===== src/rtl/decode_pkg.sv =====
// Shared types and constants for the decode stage: FSM states, decoded-op record,
// instruction field positions and immediate sign-extension helper.
package decode_pkg;

  localparam int unsigned ADDR_W = 64;

  localparam logic [7:0] DEF_MAX_OPCODE = 8'h3F;
  localparam logic [7:0] LOADI64_OPCODE = 8'h3F;

  localparam int unsigned OPCODE_LSB = 24;
  localparam int unsigned RD_LSB     = 19;
  localparam int unsigned RS1_LSB    = 14;
  localparam int unsigned RS2_LSB    = 9;
  localparam int unsigned IMM_W      = 14;

  typedef enum logic [1:0] {
    StDecode,
    StImmLo,
    StImmHi
  } decode_state_e;

  typedef struct packed {
    logic [ADDR_W-1:0] pc;
    logic [7:0]        opcode;
    logic [4:0]        rd;
    logic [4:0]        rs1;
    logic [4:0]        rs2;
    logic [63:0]       imm;
    logic              illegal;
  } DecodedOp;

  function automatic logic [63:0] sext_imm14(logic [IMM_W-1:0] v);
    return {{(64 - IMM_W){v[IMM_W-1]}}, v};
  endfunction

endpackage


===== src/rtl/decode_fields.sv =====
// Pure combinational slicing of one instruction word into a decoded-op record.
module decode_fields
  import decode_pkg::*;
#(
  parameter logic [7:0] MAX_OPCODE = DEF_MAX_OPCODE
) (
  input  logic [ADDR_W-1:0] pc,
  input  logic [31:0]       insn,
  output DecodedOp          op
);

  always_comb begin
    op         = '0;
    op.pc      = pc;
    op.opcode  = insn[OPCODE_LSB +: 8];
    op.rd      = insn[RD_LSB +: 5];
    op.rs1     = insn[RS1_LSB +: 5];
    op.rs2     = insn[RS2_LSB +: 5];
    op.imm     = sext_imm14(insn[IMM_W-1:0]);
    op.illegal = (insn[OPCODE_LSB +: 8] > MAX_OPCODE);
  end

endmodule


===== src/rtl/decode_stage.sv =====
// Fetch->execute decode stage: one registered micro-op per instruction, with a small FSM
// that reassembles the 3-word LOADI64 form. Optional DECODE_STATS_EN adds op/illegal counters.
module decode_stage
  import decode_pkg::*;
#(
  parameter logic [7:0] MAX_OPCODE = DEF_MAX_OPCODE,
  parameter logic [7:0] LOADI64_OP = LOADI64_OPCODE
) (
  input  logic              clk,
  input  logic              reset_n,
  input  logic              flush,
  input  logic              fetch_valid,
  output logic              fetch_ready,
  input  logic [ADDR_W-1:0] fetch_pc,
  input  logic [31:0]       fetch_insn,
  output logic              dec_valid,
  input  logic              dec_ready,
  output logic [ADDR_W-1:0] dec_pc,
  output logic [7:0]        dec_opcode,
  output logic [4:0]        dec_rd,
  output logic [4:0]        dec_rs1,
  output logic [4:0]        dec_rs2,
  output logic [63:0]       dec_imm,
  output logic              dec_illegal
`ifdef DECODE_STATS_EN
  ,
  output logic [31:0]       stat_ops,
  output logic [31:0]       stat_illegal
`endif
);

  decode_state_e state_q, state_d;
  DecodedOp      fld;
  DecodedOp      out_q, out_d;
  DecodedOp      pend_q, pend_d;
  logic [31:0]   imm_lo_q, imm_lo_d;
  logic          dec_valid_q, dec_valid_d;
  logic          out_free;
  logic          accept;
  logic          load_out;

  decode_fields #(
    .MAX_OPCODE (MAX_OPCODE)
  ) u_fields (
    .pc   (fetch_pc),
    .insn (fetch_insn),
    .op   (fld)
  );

  assign out_free = !dec_valid_q || dec_ready;
  // IMM_LO never touches the output register, so it is the only state that ignores back-pressure.
  assign fetch_ready = !flush && (out_free || (state_q == StImmLo));
  assign accept      = fetch_valid && fetch_ready;

  always_comb begin
    state_d  = state_q;
    pend_d   = pend_q;
    imm_lo_d = imm_lo_q;
    out_d    = out_q;
    load_out = 1'b0;

    if (accept) begin
      unique case (state_q)
        StDecode: begin
          if (fld.opcode == LOADI64_OP) begin
            pend_d  = fld;
            state_d = StImmLo;
          end else begin
            out_d    = fld;
            load_out = 1'b1;
          end
        end
        StImmLo: begin
          imm_lo_d = fetch_insn;
          state_d  = StImmHi;
        end
        StImmHi: begin
          out_d     = pend_q;
          out_d.imm = {fetch_insn, imm_lo_q};
          load_out  = 1'b1;
          state_d   = StDecode;
        end
        default: state_d = StDecode;
      endcase
    end

    if (flush) begin
      state_d = StDecode;
    end

    if (flush) begin
      dec_valid_d = 1'b0;
    end else if (load_out) begin
      dec_valid_d = 1'b1;
    end else if (dec_ready) begin
      dec_valid_d = 1'b0;
    end else begin
      dec_valid_d = dec_valid_q;
    end
  end

  always_ff @(posedge clk or negedge reset_n) begin
    if (!reset_n) begin
      state_q     <= StDecode;
      out_q       <= '0;
      pend_q      <= '0;
      imm_lo_q    <= '0;
      dec_valid_q <= 1'b0;
    end else begin
      state_q     <= state_d;
      out_q       <= out_d;
      pend_q      <= pend_d;
      imm_lo_q    <= imm_lo_d;
      dec_valid_q <= dec_valid_d;
    end
  end

  assign dec_valid   = dec_valid_q;
  assign dec_pc      = out_q.pc;
  assign dec_opcode  = out_q.opcode;
  assign dec_rd      = out_q.rd;
  assign dec_rs1     = out_q.rs1;
  assign dec_rs2     = out_q.rs2;
  assign dec_imm     = out_q.imm;
  assign dec_illegal = out_q.illegal;

`ifdef DECODE_STATS_EN
  logic [31:0] stat_ops_q;
  logic [31:0] stat_illegal_q;

  // Counts delivered ops only; flush does not clear the counters.
  always_ff @(posedge clk or negedge reset_n) begin
    if (!reset_n) begin
      stat_ops_q     <= '0;
      stat_illegal_q <= '0;
    end else if (dec_valid_q && dec_ready) begin
      stat_ops_q <= stat_ops_q + 32'd1;
      if (out_q.illegal) begin
        stat_illegal_q <= stat_illegal_q + 32'd1;
      end
    end
  end

  assign stat_ops     = stat_ops_q;
  assign stat_illegal = stat_illegal_q;
`endif

endmodule


===== config.mk =====
export PLATFORM = sky130hd
export DESIGN_NAME = decode_stage
export DESIGN_NICKNAME = d
export VERILOG_FILES = /design/src/rtl/decode_pkg.sv /design/src/rtl/decode_fields.sv /design/src/rtl/decode_stage.sv
export SDC_FILE = /design/constraint.sdc
export NUM_CORES = 1
export LEC_CHECK = 0
export BUFFER_PORTS_ARGS = -buffer_cell sky130_fd_sc_hd__buf_2
export CORE_UTILIZATION = 58
export CTS_CLUSTER_DIAMETER = 200
export DETAILED_ROUTE_END_ITERATION = 8
export PLACE_DENSITY_LB_ADDON = 0.3
export SLEW_MARGIN = 5
export SYNTH_ARGS = -nofsm -noshare
export SYNTH_HDL_FRONTEND = slang
export SYNTH_SLANG_ARGS = --single-unit
export TNS_END_PERCENT = 5

===== constraint.sdc =====
create_clock -name clk -period 5.3 [get_ports clk]
set_clock_uncertainty 0.1 [all_clocks]
set_input_delay 0.795 -clock clk [delete_from_list [all_inputs] [get_ports clk]]
set_output_delay 0.795 -clock clk [all_outputs]
set_load 0.1 [all_outputs]

---- Word-level counts from Yosys, hierarchy flattened ----
Cells that the tools add are included.
operators by class
  $add $sub $neg .......................... 0
  $mul .................................... 0
  divide/modulo/power cells ............... 0
  magnitude comparators ................... 1
  eq/ne operators ......................... 5
  shifts and indexed selects .............. 0
  muxes and demuxes ....................... 12
  bitwise logic cells ..................... 0
  reduce and logical (&&, ||, !) cells .... 14
operator list
  cell                  count
  $pmux W152 S2         1
  $mux W152             1
  $eq A8 B6 Y1 const B  1
  $gt A8 B6 Y1 const B  1
  $mux W2               3
  $reduce_and A3 Y1     2
  $mux W1               5
  $pmux W2 S2           1
  $reduce_and A2 Y1     2
  $reduce_bool A2 Y1    2
  $ne A3 B3 Y1 const B  1
  $reduce_bool A3 Y1    1
  $eq A2 B1 Y1 const B  1
  $eq A2 B2 Y1 const B  1
  $logic_and A1 B1 Y1   2
  $logic_not A1 Y1      2
  $logic_not A2 Y1      1
  $logic_or A1 B1 Y1    2
  $ne A2 B2 Y1 const B  1
  $pmux W1 S2           1
word-level totals
  bits in registers ....................... 275
  bits in latches ......................... 0
  bits in writable memories ............... 0
  ROM bits ................................ 0
  input bits .............................. 101
  output and inout port bits .............. 154
  word-level logic and storage cells ...... 48
  memories ................................ 0

---- Longest topological paths before layout ----
Gate-level depths: netlist of the first run.
  depth after elaboration ................. 8
  depth in mapped cells ................... 7
  mapped depth without buffers ............ 4

---- By module ----
Synthesis of the first run repeated with hierarchy kept, for this count alone.
second synthesis, totals
  cell total of the unflattened synthesis .. 1104
  area, all modules ....................... 13296.5 um2
by module, submodules not included
  module         times used  cells each  area an instance (um2)  seq. area each (um2)
  decode_stage   1           952         12156.7                 6881.6
  decode_fields  1           152         1139.8                  0.0

---- Least setup slack after synthesis of the first run ----
No wires, ideal clock.
  path type ............................... register to output
  start ................................... register dec_valid_q, in the netlist dec_valid
  end ..................................... output fetch_ready
  arrival time ............................ 2.313 ns
  data required time ...................... 4.405 ns
  path slack .............................. 2.092 ns
  cell stages (with the launch flop) ...... 4
  path buffers ............................ 0
  cell sequence ........................... dfrtp_1 -> nand2b_1 -> a21oi_1 -> nor2_1
on the way
  cells in the longest elaborated chain, start to end .. 4
ends and longest elaborated chain
  item                    RTL line             text
  start, declared         decode_stage.sv:37   logic dec_valid_q, dec_valid_d;
  start signal, assigned  decode_stage.sv:114  dec_valid_q <= dec_valid_d;
  $logic_not A1 Y1        decode_stage.sv:50   assign out_free = !dec_valid_q || dec_ready;
  $logic_or A1 B1 Y1      decode_stage.sv:50
  $logic_or A1 B1 Y1      decode_stage.sv:52   assign fetch_ready = !flush && (out_free || (state_q == StImmLo));
  $logic_and A1 B1 Y1     decode_stage.sv:52
  end, declared           decode_stage.sv:13   output logic fetch_ready,
Every way passes these cells.

---- Final worst setup path of the first run ----
  start ................................... register state_q[1]
  end ..................................... register pend_q[129] in the netlist's numbering
on the way
  cells in the longest elaborated chain, start to end .. 5
  elaborated cells on any way between the ends .. 6
  classes of those cells .................. eq/ne (1); reduce/logical (5)
ends and longest elaborated chain
  item                             RTL line             text
  start, declared                  decode_stage.sv:32   decode_state_e state_q, state_d;
  start signal, assigned           decode_stage.sv:104  state_q <= StDecode;
  start signal, assigned           decode_stage.sv:110  state_q <= state_d;
  $eq A2 B1 Y1                     decode_stage.sv:52
  $logic_or A1 B1 Y1               decode_stage.sv:52
  $logic_and A1 B1 Y1              decode_stage.sv:52
  $logic_and A1 B1 Y1              decode_stage.sv:53   assign accept = fetch_valid && fetch_ready;
  $reduce_and A3 Y1 (no line) (*)  -
  end signal, assigned             decode_stage.sv:112  pend_q <= pend_d;
  end, declared                    decode_stage.sv:35   DecodedOp pend_q, pend_d;
Every way passes the cells marked *; elsewhere a longest branch is shown, timed or not.
A chain may end at the register's enable or synchronous reset.

==> results_dict.tcl, run 1 <==
set metrics [dict create \
    status "complete, no violations" \
    place_hpwl_um 17300 \
    ys_seq_elements 275 \
    synthesis.instances 1055 \
    finalCritPeriodShare 0.670 \
    setup_tns_ns 0 \
    globalplace.congestion 0.801 \
    ctsHoldBuffers 0 \
    ant_nets 0 \
    grt_usage 0.291 \
    root_buffer "clkbuf_16" \
    worstSetupStartpointType "register" \
    syn_area_sq_mm 0.0115 \
    clk_latency_ns 0.53 \
    grt_pass1_wl_um 46700 \
    setup_viol_count_final 0 \
    crit_type "reg2reg" \
    whs_ns 0.218 \
    routed_wl_um 29700 \
    power_density_mw_per_mm2 463 \
    ys_warn_count 0 \
    min_period_ns 3.55 \
    max_slew_margin 0.277 \
    tritoncts "yes" \
    power_leakage_nw 6.58 \
    core-area_sq_mm 0.0195 \
    max_freq_mhz 282 \
    r2r_end "pend_q[129]" \
    finalHoldViolCount 0 \
    vdd_drop_max_v 0.000347 \
    rsz0062_at_grt "false" \
    top_layer "met5" \
    rows 51 \
    grt-ovfl-total 0 \
    io_buffers 254 \
    synth_ff_type "dfrtp_1" \
    grt_max_degree 122 \
    path_clk_slew_ns 0.06 \
    async_flop_share 1.00 \
    pin_count 255 \
    finalMaxSlewViolations 0 \
    num-fill-cells 1422 \
    cts_resized 0 \
    drc 0 \
    vias 9038 \
    cts_buffer_depth 3 \
    r2r_cells 5 \
    htree_levels 1 \
    syn_nets 1156 \
    synth_edf_count 0 \
    crit_required_ns 5.61 \
    die_w_um 143 \
    rrSetupSlack_ns 1.75 \
    wl_met2_um 14300 \
    avgSynthCellArea_sq_um 10.9 \
    antenna_found_initial 3 \
    tightest_slew_ns 1.09 \
    dieArea_sq_mm 0.0204 \
    ys_types 30 \
    grt_pass1_vias 8917 \
    wl_per_cell_um 19.2 \
    r2r-start "state_q[1]" \
    cp-end-kind "register" \
    drt-pass1-iter-count 5 \
    start_util 0.591 \
    met1_length_um 12500 \
    clock_sinks 275 \
    hold_path_class "in2async" \
    crit_fanout 69 \
    seq_area_frac_synth 0.598 \
    startpoint "state_q[1]" \
    drive_gt1_frac 0.328 \
    arrival_ns 3.86 \
    finalPower_mw 6.35 \
    dr_wl_met3_um 2150 \
    nets 1360 \
    fp.dieH_um 143 \
    cts_setup_buffers 0 \
    drt-initial-drc-count 487 \
    syn2layout_area_growth_pct 19.1 \
    viasPerCell 5.85 \
    cap_violations 0 \
    cts_buffers 28 \
]
-- cells in the mapped netlist, drive strengths merged, types with 3 or more instances --
cell type	count	area, sq um
a21oi	275	1380
a31oi	85	532
and2	6	37.5
buf	36	267
clkbuf	57	214
dfrtp	275	6880
mux2	113	1270
mux2i	6	60.1
nand2	171	642
nand2b	4	32.5
nor2	3	18.8
nor2b	6	37.5
or2	7	43.8
-- state kept, by name, indices dropped and copies added, names as in the netlist --
| name | cells |
|---|---|
| imm_lo_q | 32 |
| dec_opcode | 8 |
| dec_rs1 | 5 |
| dec_illegal | 1 |
| dec_pc | 64 |
| dec_valid | 1 |
| dec_rs2 | 5 |
| state_q | 2 |
| dec_imm | 64 |
| pend_q | 88 |
| dec_rd | 5 |
-- area by class of cell --
type | instances | area (sq um) | area share
Antenna cell | 2 | 5.00 | 0.000365
Clock buffer | 44 | 882 | 0.0644
Tap cell | 265 | 332 | 0.0242
Inverter | 1 | 3.75 | 0.000274
Multi-Input combinational cell | 686 | 4170 | 0.305
Sequential cell | 275 | 6880 | 0.502
Clock inverter | 4 | 20.0 | 0.00146
Timing Repair Buffer | 267 | 1400 | 0.102
-- logic make-up (layout without fill, tap and decap cells) --
group                  after synthesis  count (layout)  synth area share
multiplexers                       119             119             0.116
AO/OA/AOI/OAI                      364             364             0.168
buffers and inverters               94             316            0.0421
other                                0               2                 0
AND/OR/NAND/NOR                    203             203            0.0754
flip-flops                         275             275             0.598
-- layout by cell type (no fill, tap or decap), types with 4 or more instances in the layout --
cell,n
buf_4,11
nand2_1,171
mux2_1,20
nor2b_1,5
clkbuf_8,10
a31oi_1,85
clkbuf_16,29
buf_2,253
a21oi_1,275
clkbuf_1,5
mux2_2,93
and2_1,4
dfrtp_1,275
mux2i_1,6
or2_2,7
clkinv_2,4
-- report_power, final --
part / total (mW) / internal [mW] / switching, mW
Combinational: 2.02 / 0.282 / 1.74
Clock: 1.91 / 1.13 / 0.784
Sequential: 2.42 / 2.30 / 0.110
Total: 6.35 / 3.72 / 2.63
-- how the worst max path moves through the flow --
stage | end | cells past startpoint | slack, ns
finish | pend_q[129] | 5 | 1.75
global route | pend_q[136] | 5 | 1.59
CTS | pend_q[124] | 5 | 1.74
detailed placement | pend_q[151] | 6 | 1.35
global placement | pend_q[129] | 6 | 1.43
floorplan | fetch_ready | 3 | 2.09
-- critical path, stage by stage, from the launching register on --
cell	delay, ns
dfrtp_1	0.48
and4b_1	0.35
nand3_4	0.63
nor2_4	0.99
buf_12	0.39
mux2_2	0.38
-- metrics by stage --
step | worst slack, ns | util | std cells | cell area (sq um)
3_3_place_gp | 1.43 | 0.657 | 1494 | 12800
2_1_floorplan | 2.09 | - | 1055 | 11500
4_1_cts | 1.74 | 0.704 | 1542 | 13700
6_report | 1.75 | 0.704 | 1544 | 13700
3_5_place_dp | 1.35 | 0.657 | 1494 | 12800
5_1_grt | 1.59 | 0.704 | 1544 | 13700
-- metal layers --
metal  track usage  vias up
met5             0        -
met4         0.102        2
met3        0.0604       56
met2         0.479      312
met1         0.384     4547
li1              -     4121
Power figures use the tool's default switching activity.
==> run 2, diff against run 1 <==
--- a/config.mk
+++ b/config.mk
@@ -5,8 +5,9 @@
 export SDC_FILE = /design/constraint.sdc
 export NUM_CORES = 1
 export LEC_CHECK = 0
+export ABC_AREA = 1
 export BUFFER_PORTS_ARGS = -buffer_cell sky130_fd_sc_hd__buf_2
-export CORE_UTILIZATION = 58
+export CORE_UTILIZATION = 50
 export CTS_CLUSTER_DIAMETER = 200
 export DETAILED_ROUTE_END_ITERATION = 8
 export PLACE_DENSITY_LB_ADDON = 0.3
==> constraint.sdc (replaced) <==
create_clock -name clk -period 2.98 [get_ports clk]
set_clock_uncertainty 0.1 [all_clocks]
set_input_delay 0.447 -clock clk [delete_from_list [all_inputs] [get_ports clk]]
set_output_delay 0.447 -clock clk [all_outputs]
set_load 0.1 [all_outputs]
==> run 2 against run 1 <==
Net effect:
- worst setup slack worse by 1.2 ns
- largest cell class unchanged
- critical endpoint is now fetch_ready
- clock power is 95% higher
- area after synthesis is 8.0% higher
- highest routed layer unchanged
- routed wire length grew 15%
==> results_dict.tcl, run 2 <==
set metrics [dict create \
    status "complete, no violations" \
    routed_wl_um 34000 \
    cap_violations 0 \
    die_w_um 160 \
    slowest_stage "dfrtp_4" \
    grt-ovfl-total 0 \
    critPathBufInv 3 \
    synth_top_family_by_area "simple AND/OR/NAND/NOR gates" \
    drt-initial-drc-count 1049 \
    cts_buffers 30 \
    worstSetupStartpointType "register" \
    root_buffer "clkbuf_16" \
    multi_input_area_sq_mm 0.00488 \
    muxShareOfSynthArea 0 \
    clk_latency_ns 0.54 \
    synth_most_common_cell "nand2_1" \
    syn2layout_area_growth_pct 20.6 \
    core-area_sq_mm 0.0243 \
    critPathTopFamily "buffers and inverters" \
    ys_types 18 \
    vdd_drop_max_v 0.000504 \
    p_comb_frac 0.308 \
    synth-simple-area-share 0.352 \
    preCtsSetupSlack_ns 0.645 \
    place_hpwl_um 20500 \
    grt_pass1_vias 10900 \
    htree_levels 1 \
    final_common_cell "nand2_1" \
    syn_area_sq_mm 0.0124 \
    final_cell_mix "682 x nand2_1, 327 x nand3_1, 274 x dfrtp_1" \
    vias 11300 \
    grt_usage 0.268 \
    synth_top_cell_by_area "dfrtp_1" \
    arrival_ns 1.87 \
    drt-pass1-iter-count 5 \
    power_frac_clock 0.320 \
    num-fill-cells 2219 \
    cp_cell_sequence "inv_2 -> nand2_1 -> nand2_1 -> nand2_1 -> inv_1 -> buf_2" \
    start_util 0.511 \
    p_sw_mw 4.79 \
    hold_path_class "in2reg" \
    cts_resized 0 \
    whs_ns 0.0503 \
    globalplace.congestion 0.812 \
    cts_buffer_depth 3 \
    worst_path_most_repeated_cell "nand2_1" \
    power_leakage_nw 8.54 \
    pin_count 255 \
    cp-end-kind "output port" \
    regMostFlops "pend_q" \
    synthTopCellsByArea "dfrtp_1 55%, nand2_1 21%, nand3_1 13%, o21ai_0 2.9%, clkbuf_1 2.0%" \
    seqCellArea_sq_mm 0.00689 \
    tritoncts "yes" \
    nets 1873 \
    synthesis.instances 1587 \
    setup_tns_ns 0 \
    drive_gt1_frac 0.188 \
    fin_ws_ns 0.561 \
    avgSynthCellArea_sq_um 7.83 \
    seq_area_frac_synth 0.554 \
    viasPerCell 5.31 \
    synth_xor_area_frac 0 \
    antenna_found_initial 4 \
    swShare 0.412 \
    ant_nets 0 \
    finalHoldViolCount 0 \
    ys_seq_elements 275 \
    setup_viol_count_final 0 \
    synth_common_cells "685 x nand2_1, 327 x nand3_1, 275 x dfrtp_1, 71 x o21ai_0, 66 x clkbuf_1" \
    largest_reg_flops 88 \
    yosys.area_share.adder 0 \
    async_flop_share 1.00 \
    power_density_mw_per_mm2 776 \
    synth_ff_type "dfrtp_1" \
    finalCritPeriodShare 0.812 \
    synth_top_area_frac 0.554 \
    drc 0 \
    crit_type "reg2out" \
    fp.dieH_um 160 \
    crit_fanout 4 \
    clock_sinks 275 \
    crit_required_ns 2.43 \
    finalMaxSlewViolations 0 \
    ys_warn_count 0 \
    synth_compound_area_frac 0.0371 \
    min_period_ns 2.42 \
    io_buffers 254 \
    rows 57 \
    wl_per_cell_um 16.0 \
    dieArea_sq_mm 0.0255 \
    max_freq_mhz 413 \
    syn_nets 1688 \
    path_clk_slew_ns 0.06 \
    slowest_delay_ns 0.52 \
    grt_pass1_wl_um 56000 \
    seqPwrFrac 0.372 \
    max_slew_margin 0.245 \
    rsz0062_at_grt "false" \
    p_int_mw 6.83 \
    finalPower_mw 11.6 \
    grt_max_degree 157 \
    tightest_slew_ns 1.13 \
    synth_edf_count 0 \
]
-- run 2: changes by cell type in the layout (fill, tap and decap cells not counted), moves of 70 or more --
cell     previous run  this run
mux2_2             93         0
a21oi_1           275        20
o21ai_0             1        71
a31oi_1            85         0
nand2_1           171       682
nand3_1             0       327
-- run 2: layout make-up --
class,count,area share
sequential,275,0.460
multi-input combinational,1140,0.326
timing repair buffer,277,0.107
clock buffer,43,0.0595
tap,324,0.0271
inverter,48,0.0121
clock inverter,11,0.00777
antenna,3,0.000501
-- run 2: kinds of logic (layout without fill, tap and decap cells) --
| logic type | Yosys count | in the layout |
|---|---|---|
| flip-flops | 275 | 275 |
| AO/OA/AOI/OAI | 92 | 92 |
| AND/OR/NAND/NOR | 1048 | 1048 |
| other | 0 | 3 |
| buffers and inverters | 172 | 379 |
-- run 2: layer usage --
| metal | up-vias | share of wire | track usage |
|---|---|---|---|
| met5 | - | 0.00073 | 0 |
| met4 | 4 | 0.017 | 0.0651 |
| met2 | 432 | 0.46 | 0.426 |
| li1 | 5444 | - | - |
| met3 | 49 | 0.083 | 0.0576 |
| met1 | 5339 | 0.44 | 0.375 |
-- run 2: tightest hold or removal path, stage by stage --
cell	delay, ns
buf_2	0.09
nand3_1	0.07
nand2_1	0.06
-- run 2: per-stage QoR --
stage	utilization	area [sq um]	instances
2_1_floorplan	-	12400	1587
5_1_grt	0.616	15000	2120
3_5_place_dp	0.574	13900	2063
3_3_place_gp	0.574	13900	2063
4_1_cts	0.615	15000	2118
6_report	0.616	15000	2121
-- run 2: power groups by stage --
stage	Sequential (mW)	Clock (mW)	Combinational, mW
floorplan	6.74	0	0.486
global placement	4.38	0	3.56
detailed placement	4.38	0	3.59
CTS	4.32	3.79	3.60
global route	4.36	3.94	3.74
finish	4.32	3.72	3.58
-- run 2: timing repair --
action                    4_1_cts  5_1_grt
hold endpoints to repair       72        0
hold buffers                    1        0
buffers inserted                0        0
-- run 2: worst paths after layout --
kind,startpoint,endpoint,slack (ns),cells past startpoint
worst min register to register,pend_q[80],pend_q[80],0.35,2
worst max register to register,state_q[0],dec_pc[17],0.67,8
worst max-delay path,state_q[1],fetch_ready,0.56,6
max in group asynchronous,reset_n,dec_rs2[4],1.60,3
min in group asynchronous,reset_n,dec_imm[20],0.39,2
worst min-delay path,fetch_pc[53],pend_q[141],0.05,3
